$ cat src/rtl/serial_add_sub_if.sv
// Operand/result handshake bundle for serial_add_sub.
// Optional macro OVF_FLAG_EN adds the signed-overflow flag.
interface serial_add_sub_if;
  localparam int unsigned W = 4;

  logic         in_valid;
  logic         in_ready;
  logic [W-1:0] a;
  logic [W-1:0] b;
  logic         sub;
  logic         out_valid;
  logic         out_ready;
  logic [W-1:0] result;
  logic         cout;
`ifdef OVF_FLAG_EN
  logic         ovf;
`endif

  // Upstream producer / downstream consumer side
  modport master (
    output in_valid, a, b, sub, out_ready,
    input  in_ready, out_valid, result, cout
`ifdef OVF_FLAG_EN
    , input ovf
`endif
  );

  // Adder side
  modport slave (
    input  in_valid, a, b, sub, out_ready,
    output in_ready, out_valid, result, cout
`ifdef OVF_FLAG_EN
    , output ovf
`endif
  );
endinterface

$ cat src/rtl/serial_add_sub.sv
// Bit-serial 4-bit two's-complement adder/subtractor, one bit per cycle, LSB first.
// Subtraction is A + ~B + 1 (carry preloaded with sub).
// Optional macro OVF_FLAG_EN adds a registered signed-overflow flag.
module serial_add_sub (
  input logic            clk,
  input logic            rst,
  serial_add_sub_if.slave bus
);
  localparam int unsigned W  = 4;
  localparam int unsigned CW = $clog2(W);

  typedef enum logic [1:0] {
    IDLE = 2'd0,
    RUN  = 2'd1,
    DONE = 2'd2
  } state_t;

  state_t        state_q, state_d;
  logic [W-1:0]  a_q, a_d;
  logic [W-1:0]  b_q, b_d;
  logic [W-1:0]  res_q, res_d;
  logic [CW-1:0] cnt_q, cnt_d;
  logic          carry_q, carry_d;
  logic          cout_q, cout_d;
  logic          in_ready_q, in_ready_d;
  logic          out_valid_q, out_valid_d;
`ifdef OVF_FLAG_EN
  logic          ovf_q, ovf_d;
`endif

  logic sum_c;
  logic carry_out_c;

  // Full adder on the current LSBs
  always_comb begin
    sum_c       = a_q[0] ^ b_q[0] ^ carry_q;
    carry_out_c = (a_q[0] & b_q[0]) | (a_q[0] & carry_q) | (b_q[0] & carry_q);
  end

  // Next-state and datapath update
  always_comb begin
    state_d = state_q;
    a_d     = a_q;
    b_d     = b_q;
    res_d   = res_q;
    cnt_d   = cnt_q;
    carry_d = carry_q;
    cout_d  = cout_q;
`ifdef OVF_FLAG_EN
    ovf_d   = ovf_q;
`endif
    unique case (state_q)
      IDLE: begin
        if (bus.in_valid) begin
          a_d     = bus.a;
          b_d     = bus.sub ? ~bus.b : bus.b;
          carry_d = bus.sub;
          cnt_d   = '0;
          state_d = RUN;
        end
      end
      RUN: begin
        a_d     = a_q >> 1;
        b_d     = b_q >> 1;
        res_d   = {sum_c, res_q[W-1:1]};
        carry_d = carry_out_c;
        cnt_d   = cnt_q + CW'(1);
        if (cnt_q == CW'(W - 1)) begin
          cout_d  = carry_out_c;
`ifdef OVF_FLAG_EN
          // carry_q here is the carry into the sign bit
          ovf_d   = carry_q ^ carry_out_c;
`endif
          state_d = DONE;
        end
      end
      DONE: begin
        if (bus.out_ready) begin
          state_d = IDLE;
        end
      end
      default: state_d = IDLE;
    endcase
    in_ready_d  = (state_d == IDLE);
    out_valid_d = (state_d == DONE);
  end

  // State and datapath registers
  always_ff @(posedge clk or posedge rst) begin
    if (rst) begin
      state_q     <= IDLE;
      a_q         <= '0;
      b_q         <= '0;
      res_q       <= '0;
      cnt_q       <= '0;
      carry_q     <= 1'b0;
      cout_q      <= 1'b0;
      in_ready_q  <= 1'b1;
      out_valid_q <= 1'b0;
`ifdef OVF_FLAG_EN
      ovf_q       <= 1'b0;
`endif
    end else begin
      state_q     <= state_d;
      a_q         <= a_d;
      b_q         <= b_d;
      res_q       <= res_d;
      cnt_q       <= cnt_d;
      carry_q     <= carry_d;
      cout_q      <= cout_d;
      in_ready_q  <= in_ready_d;
      out_valid_q <= out_valid_d;
`ifdef OVF_FLAG_EN
      ovf_q       <= ovf_d;
`endif
    end
  end

  assign bus.in_ready  = in_ready_q;
  assign bus.out_valid = out_valid_q;
  assign bus.result    = res_q;
  assign bus.cout      = cout_q;
`ifdef OVF_FLAG_EN
  assign bus.ovf       = ovf_q;
`endif
endmodule

$ cat src/flat_wrapper.sv
// flat-port wrapper written by rule: the top's interface ports become plain ports
module serial_add_sub_flat 
  (clk, rst, bus_in_valid, bus_a, bus_b, bus_sub, bus_out_ready, bus_in_ready, bus_out_valid, bus_result, bus_cout);
  serial_add_sub_if bus_i ();
  input logic clk;
  input logic rst;
  input wire logic [$bits(bus_i.in_valid)-1:0] bus_in_valid;
  input wire logic [$bits(bus_i.a)-1:0] bus_a;
  input wire logic [$bits(bus_i.b)-1:0] bus_b;
  input wire logic [$bits(bus_i.sub)-1:0] bus_sub;
  input wire logic [$bits(bus_i.out_ready)-1:0] bus_out_ready;
  output wire logic [$bits(bus_i.in_ready)-1:0] bus_in_ready;
  output wire logic [$bits(bus_i.out_valid)-1:0] bus_out_valid;
  output wire logic [$bits(bus_i.result)-1:0] bus_result;
  output wire logic [$bits(bus_i.cout)-1:0] bus_cout;
  assign bus_i.in_valid = bus_in_valid;
  assign bus_i.a = bus_a;
  assign bus_i.b = bus_b;
  assign bus_i.sub = bus_sub;
  assign bus_i.out_ready = bus_out_ready;
  assign bus_in_ready = bus_i.in_ready;
  assign bus_out_valid = bus_i.out_valid;
  assign bus_result = bus_i.result;
  assign bus_cout = bus_i.cout;
  serial_add_sub u_core (.clk(clk), .rst(rst), .bus(bus_i));
endmodule
$ cat config.mk
export PLATFORM = sky130hd
export DESIGN_NAME = serial_add_sub_flat
export DESIGN_NICKNAME = d
export VERILOG_FILES = /design/src/rtl/serial_add_sub_if.sv /design/src/rtl/serial_add_sub.sv /design/src/flat_wrapper.sv
export SDC_FILE = /design/constraint.sdc
export NUM_CORES = 1
export LEC_CHECK = 0
export ABC_AREA = 1
export CAP_MARGIN = 20
export CORE_UTILIZATION = 64
export CTS_CLUSTER_DIAMETER = 120
export DETAILED_ROUTE_END_ITERATION = 12
export DONT_BUFFER_PORTS = 1
export PLACE_DENSITY = 0.76
export SYNTH_ARGS = -nofsm -noshare
export SYNTH_HDL_FRONTEND = slang
export SYNTH_SLANG_ARGS = --single-unit
$ cat constraint.sdc
create_clock -name clk -period 3.4 [get_ports clk]
set_input_delay 0.68 -clock clk [delete_from_list [all_inputs] [get_ports clk]]
set_output_delay 0.68 -clock clk [all_outputs]
set_load 0.03 [all_outputs]
# Yosys cells after proc, flatten, opt, wreduce, memory -nomap -nowiden
# Cells that the tools add are included.
# totals
regBits	20
inputBits	13
output_inout_bits	7
word_cells	41
# classes
addsub	1
eq_ne	5
muxes	13
bitwise	8
n_reduce_logical	5
# ops
op	n
4-bit one-hot mux with 2 select lines	2
4-bit two-way mux	3
2-bit two-way mux	4
2-bit == test (second input constant)	3
2-bit one-hot mux with 3 select lines	1
2-bit logical NOT	2
4-bit inverter	1
2-bit one-hot mux with 2 select lines	1
2-bit AND reduction	2
1-bit bitwise AND	3
2-bit by 1-bit adder with 2-bit output (second input constant)	1
2-bit by 1-bit == test with 1-bit output (second input constant)	1
2-bit != test (second input constant)	1
1-bit OR	2
1-bit one-hot mux with 2 select lines	1
2-bit nonzero test	1
1-bit bitwise XOR	2
1-bit two-way mux	1

# Depth between registers and ports, before layout
# Gate-level depths: netlist of the first run.
# depth
ltp_word	4
depth_mapped	5

# Worst setup path before layout of the first run
# No wires, ideal clock.
# synth_timing
kind	reg-to-output
from	register u_core.in_ready_q, in the netlist u_core.bus.in_ready
to	output bus_in_ready
arrival_time_ps	588
path_slack_ps	2132
path_stages_with_launch	1
path_buffers	0
path_cell_list	dfstp_2
# synth_lines
item	line	source
start, declared	serial_add_sub.sv:25	logic in_ready_q, in_ready_d;
start signal, assigned	serial_add_sub.sv:111	in_ready_q <= in_ready_d;
end, declared	flat_wrapper.sv:12	output wire logic [$bits(bus_i.in_ready)-1:0] bus_in_ready;
# No word-level cell between the ends.

# Worst setup path in the final report of the first run
# layout_timing
from	register u_core.in_ready_q, in the netlist u_core.bus.in_ready
to	output bus_in_ready
# No word-level cell between the ends.

==> reports/qor.txt, run 1 <==
CP startpoint: u_core.bus.in_ready
Int Pwr: 557.7 uW
Clock Path Buffers: 2
Critical path type: flop to output port
DRC viols: 0
TritonCTS Buffers: 3
Minimum clock period: 1.607 ns
Gp weighted congestion: 0.7583
Clk_lat worst skew: 0.30 ns
Initial antenna violation count: 0
Post-synthesis register bit count: 20
Place WS: 2.060 ns
Net Sw Power: 407.8 uW
Total global-route track usage: 23.52%
Post-DP HPWL: 1.162 mm
Drt pass-1 iters: 4
Syn nets: 123
WL/cell: 12.94 um
GRT overflow: 0
Lkg Pwr: 0.5332 nW
First-pass GRT wire length: 2.428 mm
I/O Buffers: 0
Via density: 5.403
Headroom to the max-slew limit: 51.65%
CP Capture Type: output port
Final wirelength: 1.604 mm
Clk pwr share: 19.9%
Post-CTS sizing: 0
Period utilization: 47.28%
Sequential Power Share: 50.1%
Critical Path RT: 2.72 ns
Mapped Area: 949.7 um2
Fin. max-slew vios: 0
Data arrival, critical path: 0.93 ns
Reg2Reg Setup Slack: 2.15 ns
Syn Inst Count: 108
Status: finished clean
Final hold vios: 0
Clock Root Buffer: clkbuf_4
Stages on the worst setup path: 0
Site Rows: 13
Final setup viols: 0
MaxCap Viol Count: 0
Reg2reg end: u_core.b_q[2]
Nets@finish: 125
Initial Util: 71.20%
CTS tree: built
Clock-pin slew on the worst setup and hold paths: 0.11 ns
Die height: 40.52 um
Critical Path Fanout Max: 1
PD cells: 978.0 nW/um2
Yosys warnings: 0
Postcts setup bufs: 0
Peak supply drop: 735.7 uV
Fin Hold WS: 0.3685 ns
Initial DRC count: 20
Comb pwr share: 30.1%
Die Width: 40.52 um
Vias in the first global route: 595
Core Area: 1334 um2
Clock sinks: 20
Min-delay worst type: input port to asynchronous set/reset pin
Hold-fix buffers, CTS: 0
Layout cells sized above 1: 11.01%
CP Launch Type: flop
Compound-gate portion of the synthesized area: 2.108%
Die area: 1642 um2
Layout Skew: 0.006146 ns
RSZ-0062 raised after global routing: false
Filler cells: 103
Diode count: 0
Synth Area in Adders: 3.426%
IO Count: 20
Final worst slack: 1.793 ns
Fmax: 0.6221 GHz
Slew of the pin with the lowest slew margin: 0.7245 ns
Setup TNS: 0 ns
Number of library cell types mapped by synthesis: 18
Main combinational cell family by area after synthesis: simple AND/OR/NAND/NOR gates
H-tree depth: 1
Pin count of the biggest net entering global routing: 21
FF-to-FF path depth: 5
P&R area growth vs syn: 3.953%
Average cell area after synthesis: 8.793 um2
Switching Share: 42.24%
Post-synthesis sequential area ratio: 52.83%
XOR/XNOR Fraction of Synth Area: 0.9223%
Reg-to-reg startpoint: u_core.state_q[1]
ANT nets after route: 0
Synth Area in Simple Gates: 33.60%
Post-synthesis mux area share: 0%
Vias: 670
[kinds of logic after synthesis]
group | after synthesis
flops | 20
simple gates | 69
buf+inv | 12
xor+xnor | 1
compound gates | 4
fa+ha+maj | 2
[state kept, by name, indices dropped and copies added, names as in the netlist]
| register | flops |
|---|---|
| u_core.bus.out_valid | 1 |
| u_core.state_q | 2 |
| u_core.bus.in_ready | 1 |
| u_core.bus.cout | 1 |
| u_core.a_q | 4 |
| u_core.cnt_q | 2 |
| u_core.b_q | 4 |
| u_core.bus.result | 4 |
| u_core.carry_q | 1 |
[synth_stat cells, drive strengths merged]
cell / number / area, um2
nor2: 4 / 22.52
nand2: 41 / 163.9
buf: 3 / 33.78
xor2: 1 / 8.760
nand3b: 1 / 7.510
ha: 1 / 12.51
dfrtp: 19 / 475.5
inv: 9 / 33.79
fa: 1 / 20.02
dfstp: 1 / 26.28
nand3: 23 / 125.1
o21ai: 4 / 20.01
[metal layers]
layer  up-vias  wire (um)  share of wire [%]  track usage, %
met2        17        800                 50           40.08
met5         -          0                  0               0
met1       304        713                 44           27.21
li1        345          -                  -               -
met4         0         35                2.2           15.00
met3         4         56                3.5           3.333
[power by group through the flow]
| stage | registers (mW) | clock network [mW] | logic (mW) |
|---|---|---|---|
| 6_report | 0.483 | 0.192 | 0.290 |
| 5_1_grt | 0.497 | 0.205 | 0.334 |
| 4_1_cts | 0.484 | 0.197 | 0.296 |
| 3_5_place_dp | 0.488 | 0 | 0.294 |
| 3_3_place_gp | 0.485 | 0 | 0.281 |
| 2_1_floorplan | 0.470 | 0 | 0.275 |
[worst register-to-register path: stages (launching register included)]
cell and delay (ns):
dfrtp_1 0.46, inv_2 0.12, nand2_2 0.16, nor2_1 0.28
nand2_1 0.09, nand3_1 0.09
[placed cells by master (no fill, tap or decap)]
cell       instances
nand2_1           39
nand3_1           21
dfrtp_1           19
inv_1              7
o21ai_1            3
nor2_1             3
clkbuf_4           3
inv_2              2
nand3_2            2
nor2_4             1
nand2_4            1
nand2_2            1
nand3b_1           1
xor2_1             1
o21ai_0            1
fa_1               1
ha_1               1
bufinv_16          1
dfstp_2            1
[final cells by class]
| class | count | area (um2) | share of cell area, % |
|---|---|---|---|
| clock buffer | 3 | 22.52 | 2.281 |
| clock inverter | 1 | 30.03 | 3.042 |
| inverter | 9 | 33.78 | 3.422 |
| multi-input combinational | 76 | 380.4 | 38.53 |
| sequential | 20 | 501.7 | 50.82 |
| tap | 15 | 18.77 | 1.901 |
[through the flow]
stage	power (mW)	utilization (%)	cells	area, um2
detailed placement	0.7820	70.08	120	934.6
global route	1.036	74.02	124	987.2
global placement	0.7657	70.08	120	934.6
floorplan	0.7450	-	108	949.7
CTS	0.9773	74.02	124	987.2
finish	0.9655	74.02	124	987.2
[worst max-delay path by stage]
stage,to,slack [ns]
after global routing,bus_in_ready,1.76
final,bus_in_ready,1.79
after floorplan,bus_in_ready,2.13
after global placement,u_core.a_q[3],2.10
after CTS,bus_in_ready,1.78
after detailed placement,u_core.b_q[2],2.06
Power figures use the tool's default switching activity.
==> inputs of run 2 (changes only) <==
--- a/config.mk
+++ b/config.mk
@@ -7,11 +7,11 @@
 export LEC_CHECK = 0
 export ABC_AREA = 1
 export CAP_MARGIN = 20
-export CORE_UTILIZATION = 64
+export CORE_UTILIZATION = 59
 export CTS_CLUSTER_DIAMETER = 120
 export DETAILED_ROUTE_END_ITERATION = 12
 export DONT_BUFFER_PORTS = 1
-export PLACE_DENSITY = 0.76
+export PLACE_DENSITY = 0.71
 export SYNTH_ARGS = -nofsm -noshare
 export SYNTH_HDL_FRONTEND = slang
 export SYNTH_SLANG_ARGS = --single-unit
==> constraint.sdc (replaced) <==
create_clock -name clk -period 1.6 [get_ports clk]
set_input_delay 0.32 -clock clk [delete_from_list [all_inputs] [get_ports clk]]
set_output_delay 0.32 -clock clk [all_outputs]
set_load 0.03 [all_outputs]
==> run 2 against run 1 <==
Effect of this change:
- global-route usage down 2.1 points
- setup slack worse by 1.5 ns
- via count up 4.5%
- critical path depth grew 5
- combinational power is 110% higher
- sequential share of layout area down 0.13 points
- wire length is 0.81% lower
- clock-buffer cell count up 1
- worst hold slack got worse by 0.24 ns
- die area grew 8.1%
- cell count is 2.4% higher
- total power rose by 99%
==> reports/qor.txt, run 2 (synthesis results as in run 1) <==
Nets@finish: 127
Status: finished clean
WL/cell: 12.53 um
Die Width: 42.12 um
P&R area growth vs syn: 4.216%
Die area: 1774 um2
H-tree depth: 1
Headroom to the max-slew limit: 76.35%
Clock sinks: 20
Critical Path Fanout Max: 12
FF-to-FF path depth: 5
GRT overflow: 0
Initial antenna violation count: 0
First-pass GRT wire length: 2.870 mm
CTS tree: built
Clk_lat worst skew: 0.30 ns
MaxCap Viol Count: 0
Period utilization: 83.07%
Fmax: 0.7524 GHz
CP Launch Type: flop
Clock Root Buffer: clkbuf_4
Final setup viols: 0
Slew of the pin with the lowest slew margin: 0.3534 ns
IO Count: 20
Site Rows: 14
Dpl cell area: 943.4 um2
Die height: 42.12 um
Reg2Reg Setup Slack: 0.27 ns
Critical path type: flop to flop
Initial DRC count: 6
Drt pass-1 iters: 4
I/O Buffers: 0
Layout cells sized above 1: 11.71%
Final hold vios: 0
Minimum clock period: 1.329 ns
Postcts setup bufs: 0
Final wirelength: 1.591 mm
RSZ-0062 raised after global routing: false
Setup TNS: 0 ns
PD cells: 1946 nW/um2
Layout Skew: 0.002630 ns
Lkg Pwr: 0.5352 nW
Worst Hold End: u_core.a_q[3]
Place WS: 0.3007 ns
Hold path depth: 2
Slowest CP cell: dfrtp_1
Data arrival, critical path: 1.57 ns
Pin count of the biggest net entering global routing: 17
TritonCTS Buffers: 3
Final instance area: 989.7 um2
Min-delay worst type: input port to flop
Vias in the first global route: 676
Vias: 700
Via density: 5.512
Critical Path RT: 1.84 ns
Reg-to-reg startpoint: u_core.state_q[1]
Post-DP HPWL: 1.174 mm
Fin. max-slew vios: 0
CP cell instances: inv_2 > nand2_2 > nor2_1 > nand2_1 > nand3_1
ANT nets after route: 0
Most common cell after layout, fill and taps aside: nand2_1
Hold_sp: bus_a[3]
Core Area: 1506 um2
Clock-pin slew on the worst setup and hold paths: 0.11 ns
Slowest stage delay, CP: 0.46 ns
Reg2reg end: u_core.b_q[0]
Clock Path Buffers: 2
Peak supply drop: 1344 uV
Final worst slack: 0.2709 ns
Gp weighted congestion: 0.7912
CP Capture Type: flop
Commonest cells after routing, fill and taps aside: nand2_1, nand3_1, dfrtp_1
Initial Util: 63.04%
Total global-route track usage: 21.38%
Diode count: 0
DRC viols: 0
==> run 2: worst max-delay path, delay by kind of cell, from the launching register on <==
family / cells / cell delay (ns)
and+or+nand+nor: 4 / 0.70
buffers and inverters: 1 / 0.12
DFF: 1 / 0.46
==> run 2: worst max-delay path by stage <==
| stage | from | endpoint | slack [ns] | cells past startpoint |
|---|---|---|---|---|
| 2_1_floorplan | u_core.carry_q | u_core.bus.result[3] | 0.51 | 3 |
| 3_3_place_gp | u_core.state_q[1] | u_core.b_q[0] | 0.30 | 5 |
| 3_5_place_dp | u_core.state_q[1] | u_core.b_q[0] | 0.30 | 5 |
| 4_1_cts | u_core.state_q[1] | u_core.b_q[0] | 0.27 | 5 |
| 5_1_grt | u_core.state_q[1] | u_core.b_q[0] | 0.15 | 5 |
| 6_report | u_core.state_q[1] | u_core.b_q[0] | 0.27 | 5 |
==> run 2: cell type report <==
| class | instances | area (um2) |
|---|---|---|
| timing repair buffer | 2 | 17.52 |
| clock buffer | 4 | 36.28 |
| sequential | 20 | 501.7 |
| inverter | 9 | 33.78 |
| multi-input combinational | 76 | 380.4 |
| fill | 126 | 516.7 |
| tap | 16 | 20.02 |
==> run 2: timing repair <==
action / 4_1_cts / 5_1_grt
hold buffers: 1 / 0
resized for setup: 0 / 0
endpoints found under the hold margin: 7 / 0
==> run 2: power breakdown <==
part	internal (mW)	total, mW	switching (mW)
logic	0.218	0.616	0.399
clock network	0.139	0.292	0.153
registers	0.719	1.02	0.298
total	1.08	1.93	0.850
==> run 2: per-layer routing <==
layer  wire length [um]  part of all wire, %  track usage (%)
met2                770                   48            35.00
met4                 31                  1.9            9.375
met1                723                   45            28.16
met5                  0                    0                0
met3                 65                  4.1            3.448
==> run 2: per-stage QoR <==
stage	power [mW]	hold WS, ns	utilization [%]	std cells
6_report	1.926	0.1301	65.70	127
5_1_grt	2.087	0.1421	65.70	127
4_1_cts	1.945	0.1301	65.70	127
3_5_place_dp	1.654	0.1829	62.62	122
3_3_place_gp	1.628	0.1790	62.62	122
2_1_floorplan	1.583	0.2831	-	108
==> inputs of run 3 (changes only) <==
--- a/config.mk
+++ b/config.mk
@@ -7,11 +7,11 @@
 export LEC_CHECK = 0
 export ABC_AREA = 1
 export CAP_MARGIN = 20
-export CORE_UTILIZATION = 59
+export CORE_UTILIZATION = 54
 export CTS_CLUSTER_DIAMETER = 120
 export DETAILED_ROUTE_END_ITERATION = 12
 export DONT_BUFFER_PORTS = 1
-export PLACE_DENSITY = 0.71
+export PLACE_DENSITY = 0.68
 export SYNTH_ARGS = -nofsm -noshare
 export SYNTH_HDL_FRONTEND = slang
 export SYNTH_SLANG_ARGS = --single-unit
==> constraint.sdc (replaced) <==
create_clock -name clk -period 1.2 [get_ports clk]
set_input_delay 0.24 -clock clk [delete_from_list [all_inputs] [get_ports clk]]
set_output_delay 0.24 -clock clk [all_outputs]
set_load 0.03 [all_outputs]
==> run 3 against run 2 <==
Effect of this change:
- clock power up 12%
- utilization down 2.6 points
- wire length up 1.5%
- non-clock buffer count up 2
- critical path depth down 5
- clock-buffer cell count unchanged
- first-iteration DRC count rose to 3.2 times the previous value
- die area up 8.8%
- clock skew up 0.0045 ns
- design area up 0.51%
- critical path type is now flop to output port
==> reports/qor.txt, run 3 (synthesis results as in run 1) <==
Min-delay worst type: input port to flop
Final worst slack: 0.03873 ns
Initial Util: 60.24%
Nets@finish: 129
Layout Skew: 0.007137 ns
Hold path depth: 2
Fin. max-slew vios: 0
WL/cell: 12.52 um
Data arrival, critical path: 0.92 ns
P&R area growth vs syn: 4.743%
RSZ-0062 raised after global routing: true
Fmax: 0.8611 GHz
Final wirelength: 1.615 mm
First-pass GRT wire length: 2.739 mm
Met3 wire length: 89 um
GRT overflow: 0
Peak supply drop: 1676 uV
Postcts setup bufs: 0
Dpl cell area: 958.4 um2
I/O Buffers: 0
Die area: 1930 um2
Top layer in use: met4
CTS tree: built
Core Area: 1577 um2
WL met1: 698 um
Vias: 714
Initial DRC count: 19
Clock-pin slew on the worst setup and hold paths: 0.11 ns
Drt pass-1 iters: 8
Critical path type: flop to output port
Place WS: 0.06578 ns
Layout cells sized above 1: 12.39%
Diode count: 0
H-tree depth: 1
Critical Path RT: 0.96 ns
Period utilization: 96.77%
FF-to-FF path depth: 3
WL met2: 801 um
Pin count of the biggest net entering global routing: 17
Comb pwr share: 34.0%
IO Count: 20
Slew of the pin with the lowest slew margin: 0.3285 ns
Setup TNS: 0 ns
Reg2Reg Setup Slack: 0.05 ns
Fin Hold WS: 0.04161 ns
Clock Path Buffers: 2
Final instance area: 994.7 um2
Final setup viols: 0
MaxCap Viol Count: 0
Gp weighted congestion: 0.7417
Net Sw Power: 1.143 mW
Post-DP HPWL: 1.218 mm
Critical Path Fanout Max: 1
Minimum clock period: 1.161 ns
CP Launch Type: flop
Clock Root Buffer: clkbuf_4
Site Rows: 14
Stages on the worst setup path: 0
Headroom to the max-slew limit: 78.02%
Vias in the first global route: 690
Commonest cells after routing, fill and taps aside: nand2_1, nand3_1, dfrtp_1
Sequential Power Share: 53.2%
Die height: 43.94 um
Clock sinks: 20
Clk pwr share: 12.8%
PD cells: 2576 nW/um2
ANT nets after route: 0
Via density: 5.535
TritonCTS Buffers: 3
DRC viols: 0
CP Capture Type: output port
Int Pwr: 1.419 mW
Status: finished clean
Initial antenna violation count: 0
Final hold vios: 0
Die Width: 43.94 um
Filler cells: 143
Most common cell after layout, fill and taps aside: nand2_1
Lkg Pwr: 0.5387 nW
Total global-route track usage: 19.72%
Switching Share: 44.61%
Clk_lat worst skew: 0.30 ns
run 3: changes by cell type in the layout (fill, tap and decap cells not counted), sizes merged:
cell and change:
buf +2
run 3: power by group through the flow:
| stage | Clock (mW) | Sequential (mW) | Combinational, mW |
|---|---|---|---|
| floorplan | 0 | 1.33 | 0.779 |
| global placement | 0 | 1.37 | 0.845 |
| global route | 0.362 | 1.40 | 1.01 |
| detailed placement | 0 | 1.37 | 0.882 |
| finish | 0.328 | 1.36 | 0.871 |
| CTS | 0.334 | 1.36 | 0.889 |
run 3: worst paths after layout:
path,start,to
worst min register to register,u_core.b_q[3],u_core.b_q[2]
worst max register to register,u_core.a_q[0],u_core.bus.result[3]
min in group asynchronous,rst,u_core.bus.result[2]
worst max-delay path,u_core.bus.in_ready,bus_in_ready
max in group asynchronous,rst,u_core.bus.in_ready
worst min-delay path,bus_a[3],u_core.a_q[3]
run 3: cell type report:
class,count,area (um2),area share (%)
Tap cell,16,20.02,2.013
Inverter,9,33.78,3.396
Multi-Input combinational cell,76,380.4,38.24
Clock buffer,4,26.28,2.642
Timing Repair Buffer,4,32.53,3.270
Sequential cell,20,501.7,50.44
run 3: through the flow:
step | total power [mW] | utilization (%) | std cells
global placement | 2.211 | 60.79 | 124
finish | 2.562 | 63.10 | 129
floorplan | 2.111 | - | 108
detailed placement | 2.255 | 60.79 | 124
global route | 2.768 | 63.10 | 129
CTS | 2.585 | 63.10 | 129
run 3: metal layers:
metal | up-vias | track usage, %
li1 | 354 | -
met1 | 329 | 23.99
met2 | 27 | 33.43
met3 | 4 | 4.167
met4 | 0 | 9.091
met5 | - | 0
run 3: what timing repair did:
item	4_1_cts	5_1_grt
hold endpoints to repair	6	0
gates resized for setup	0	1
setup endpoints to repair	0	1
hold buffers	1	0
==> edit 1, RTL diff (settings of run 1) <==
Re-encode `state_t` (3 states) as one-hot, 3 bits wide.
--- a/src/rtl/serial_add_sub.sv
+++ b/src/rtl/serial_add_sub.sv
@@ -11,6 +11,6 @@
 
-  typedef enum logic [1:0] {
-    IDLE = 2'd0,
-    RUN  = 2'd1,
-    DONE = 2'd2
+  typedef enum logic [2:0] {
+    IDLE = 3'b001,
+    RUN  = 3'b010,
+    DONE = 3'b100
   } state_t;
Formal check against the unedited RTL: no difference found for any inputs over 10 cycles, from zero or initial values and one cycle with rst high; not proved beyond that.
==> edit 1 against run 1 <==
  * Final area is 9.0% higher
  * Sequential cell count is 1 higher
  * Total power is 7.9% lower
  * Routed wire length is 21% higher
  * Sequential share of layout area is 1.8 points lower
  * Worst setup slack worse by 14 ps
  * Fmax is 0.89% lower
  * First-iteration DRC count is 35% lower
  * Global-route usage is 1.4 points higher
  * Register-to-register slack worse by 80 ps
  * Synthesized area is 14% higher
  * Critical path type unchanged
==> edit 1: results <==
<?xml version="1.0" encoding="UTF-8"?>
<metrics>
  <group name="run_status">
    <metric name="outcome" unit="">finished, final reports clean</metric>
  </group>
  <group name="route">
    <metric name="routed_wire_length_per_instance" unit="um">13.6</metric>
    <metric name="routedLengthMet1" unit="um">870</metric>
    <metric name="route.met2.wl" unit="um">924</metric>
    <metric name="dr_wl_met3" unit="um">99</metric>
    <metric name="drtIter0Drc" unit="">13</metric>
  </group>
  <group name="global_routing">
    <metric name="grt_use_met1" unit="%">30.4</metric>
    <metric name="first_global_vias" unit="">807</metric>
  </group>
  <group name="yosys">
    <metric name="netlist_top_cells_count" unit="">nand2_1, dfrtp_1, nand3_1, inv_1, nand4_1</metric>
    <metric name="area_fraction_in_compound_gates_after_synthesis" unit="%">2.89</metric>
    <metric name="synthesis.instances" unit="">128</metric>
    <metric name="synth_adder_area_share" unit="%">3.01</metric>
    <metric name="ys_types" unit="">20</metric>
  </group>
  <group name="power">
    <metric name="seq_power_share" unit="%">55.5</metric>
    <metric name="p_leak" unit="nW">0.607</metric>
    <metric name="switching_power" unit="mW">0.394</metric>
  </group>
  <group name="layout">
    <metric name="area_taken_by_multi_input_logic_gates" unit="um2">455</metric>
    <metric name="post_synthesis_to_final_layout_area_growth" unit="%">-0.463</metric>
    <metric name="layout_inverter_count_without_the_clock_tree" unit="">12</metric>
    <metric name="filler_cell_count" unit="">119</metric>
  </group>
  <group name="setup_path">
    <metric name="timing.reg2reg.setup_slack" unit="ps">2070</metric>
  </group>
  <group name="timing">
    <metric name="layout_setup_ws" unit="ps">1780</metric>
    <metric name="worst_slew_pin_slew" unit="ps">766</metric>
    <metric name="clock_tree_skew_after_final_layout" unit="ps">4.55</metric>
  </group>
  <group name="placed_design">
    <metric name="total_cell_area_at_the_placement_stage" unit="um2">1050</metric>
  </group>
</metrics>
-- edit 1: cell types whose count changed after synthesis, moves of 2 or more --
cell / run 1 / this run
nand3_2: 2 / 0
nand2_1: 39 / 57
o21ai_2: 0 / 3
inv_1: 7 / 9
buf_4: 0 / 2
nand3_1: 21 / 12
o21ai_1: 3 / 0
nand4_1: 0 / 8
-- edit 1: path summary, 6_finish.rpt --
kind	depth (start not counted)	startpoint	endpoint
worst max-delay path	0	u_core.bus.in_ready$_DFF_PP1_	bus_in_ready
worst min-delay path	1	rst	u_core.bus.result[1]$_DFFE_PP0P_
worst max register to register	4	u_core.state_q[2]$_DFF_PP0_	u_core.bus.cout$_DFFE_PP0P_
worst min register to register	2	u_core.b_q[3]$_DFFE_PP0P_	u_core.b_q[3]$_DFFE_PP0P_
max in group asynchronous	1	rst	u_core.b_q[2]$_DFFE_PP0P_
min in group clk	2	bus_a[3]	u_core.a_q[3]$_DFFE_PP0P_
==> edit 2, RTL diff (settings of run 1) <==
Without the edit above. `W` is set to 4 in 2 places; all go to 8.
--- a/src/rtl/serial_add_sub_if.sv
+++ b/src/rtl/serial_add_sub_if.sv
@@ -3,3 +3,3 @@
 interface serial_add_sub_if;
-  localparam int unsigned W = 4;
+  localparam int unsigned W = 8;
 
--- a/src/rtl/serial_add_sub.sv
+++ b/src/rtl/serial_add_sub.sv
@@ -8,3 +8,3 @@
 );
-  localparam int unsigned W  = 4;
+  localparam int unsigned W  = 8;
   localparam int unsigned CW = $clog2(W);
Interface: changed (resized bus_a, bus_b and bus_result); port bits go from 20 to 32. The function was not compared with the original's and may differ.
==> edit 2 against run 1 <==
  * Fmax down 2.9%
  * Final area up 64%
  * Routed wire length rose by 84%
  * Count of clock-buffer cells in the layout up 4
  * Sequential cell count is 13 higher
  * Die area is 62% higher
  * Largest cell class unchanged
  * Hold slack worse by 310 ps
  * Register-to-register slack got worse by 410 ps
  * Worst setup slack got worse by 49 ps
  * Total power up 47%
  * Critical path depth up 4
  * Synthesized area rose by 66%
==> edit 2: results <==
<?xml version="1.0" encoding="UTF-8"?>
<metrics>
  <group name="power">
    <metric name="combinationalPower" unit="mW">0.398</metric>
    <metric name="powerClk" unit="mW">0.257</metric>
    <metric name="p_leak" unit="nW">0.894</metric>
    <metric name="switching_power" unit="mW">0.609</metric>
  </group>
  <group name="global_routing">
    <metric name="first_global_vias" unit="">1202</metric>
    <metric name="grt_use_met1" unit="%">30.1</metric>
    <metric name="groute.layer.met3.usage" unit="%">9.06</metric>
    <metric name="gr-usage-met2" unit="%">46.5</metric>
    <metric name="grt_first_pass_wirelength" unit="um">5080</metric>
  </group>
  <group name="route">
    <metric name="routed_via_density" unit="">5.52</metric>
    <metric name="route.met2.wl" unit="um">1500</metric>
    <metric name="routedLengthMet1" unit="um">1260</metric>
    <metric name="routed_wire_length_per_instance" unit="um">13.3</metric>
    <metric name="drtIter0Drc" unit="">22</metric>
  </group>
  <group name="setup_path">
    <metric name="worst_r2r_path_depth" unit="">4</metric>
    <metric name="timing.reg2reg.setup_slack" unit="ps">1740</metric>
    <metric name="worstPathArrival" unit="ps">1870</metric>
    <metric name="critical_path.max_fanout" unit="">29</metric>
    <metric name="worstReg2RegEnd" unit="">u_core.a_q[5]$_DFFE_PP0P_</metric>
  </group>
  <group name="placed_design">
    <metric name="total_cell_area_at_the_placement_stage" unit="um2">1550</metric>
  </group>
  <group name="yosys">
    <metric name="synth-seq-area-share" unit="%">52.5</metric>
    <metric name="area_fraction_in_compound_gates_after_synthesis" unit="%">0.318</metric>
    <metric name="netlist_top_cells_count" unit="">nand2_1, nand3_1, dfrtp_1, inv_1, buf_2</metric>
    <metric name="area_share_of_xor_xnor_cells_in_the_synthesized_design" unit="%">0.556</metric>
    <metric name="ys_types" unit="">16</metric>
  </group>
  <group name="layout">
    <metric name="drive_above_1_share" unit="%">7.22</metric>
  </group>
  <group name="timing">
    <metric name="worst_slew_pin_slew" unit="ps">902</metric>
    <metric name="clock_tree_skew_after_final_layout" unit="ps">7.91</metric>
  </group>
  <group name="clock_network">
    <metric name="clk-insertion-delay-late" unit="ps">340</metric>
    <metric name="htreeDepth" unit="">2</metric>
  </group>
  <group name="run_status">
    <metric name="outcome" unit="">finished, final reports clean</metric>
  </group>
</metrics>
[edit 2: critical path: cells and delay by family (launching register included)]
family | cells | cell delay [ps]
flip-flops | 1 | 460
buffers and inverters | 1 | 90
AND/OR/NAND/NOR | 3 | 970
[edit 2: through the flow]
step | std cells | worst slack [ps] | power (mW) | hold WS (ps) | utilization, %
floorplan | 194 | 2000 | 1.12 | 466 | -
global placement | 214 | 1680 | 1.14 | 423 | 68.6
detailed placement | 214 | 1640 | 1.18 | 430 | 68.6
CTS | 222 | 1740 | 1.43 | 60.7 | 71.8
global route | 222 | 1550 | 1.53 | 44.2 | 71.8
finish | 222 | 1740 | 1.42 | 63.0 | 71.8
[edit 2: layout make-up]
type                       count  area, um2
clock buffer                   7       65.1
multi-input combinational    141        637
timing repair buffer           1       7.51
inverter                      11       41.3
clock inverter                 1       5.00
tap                           28       35.0
fill                         172        637
sequential                    33        827
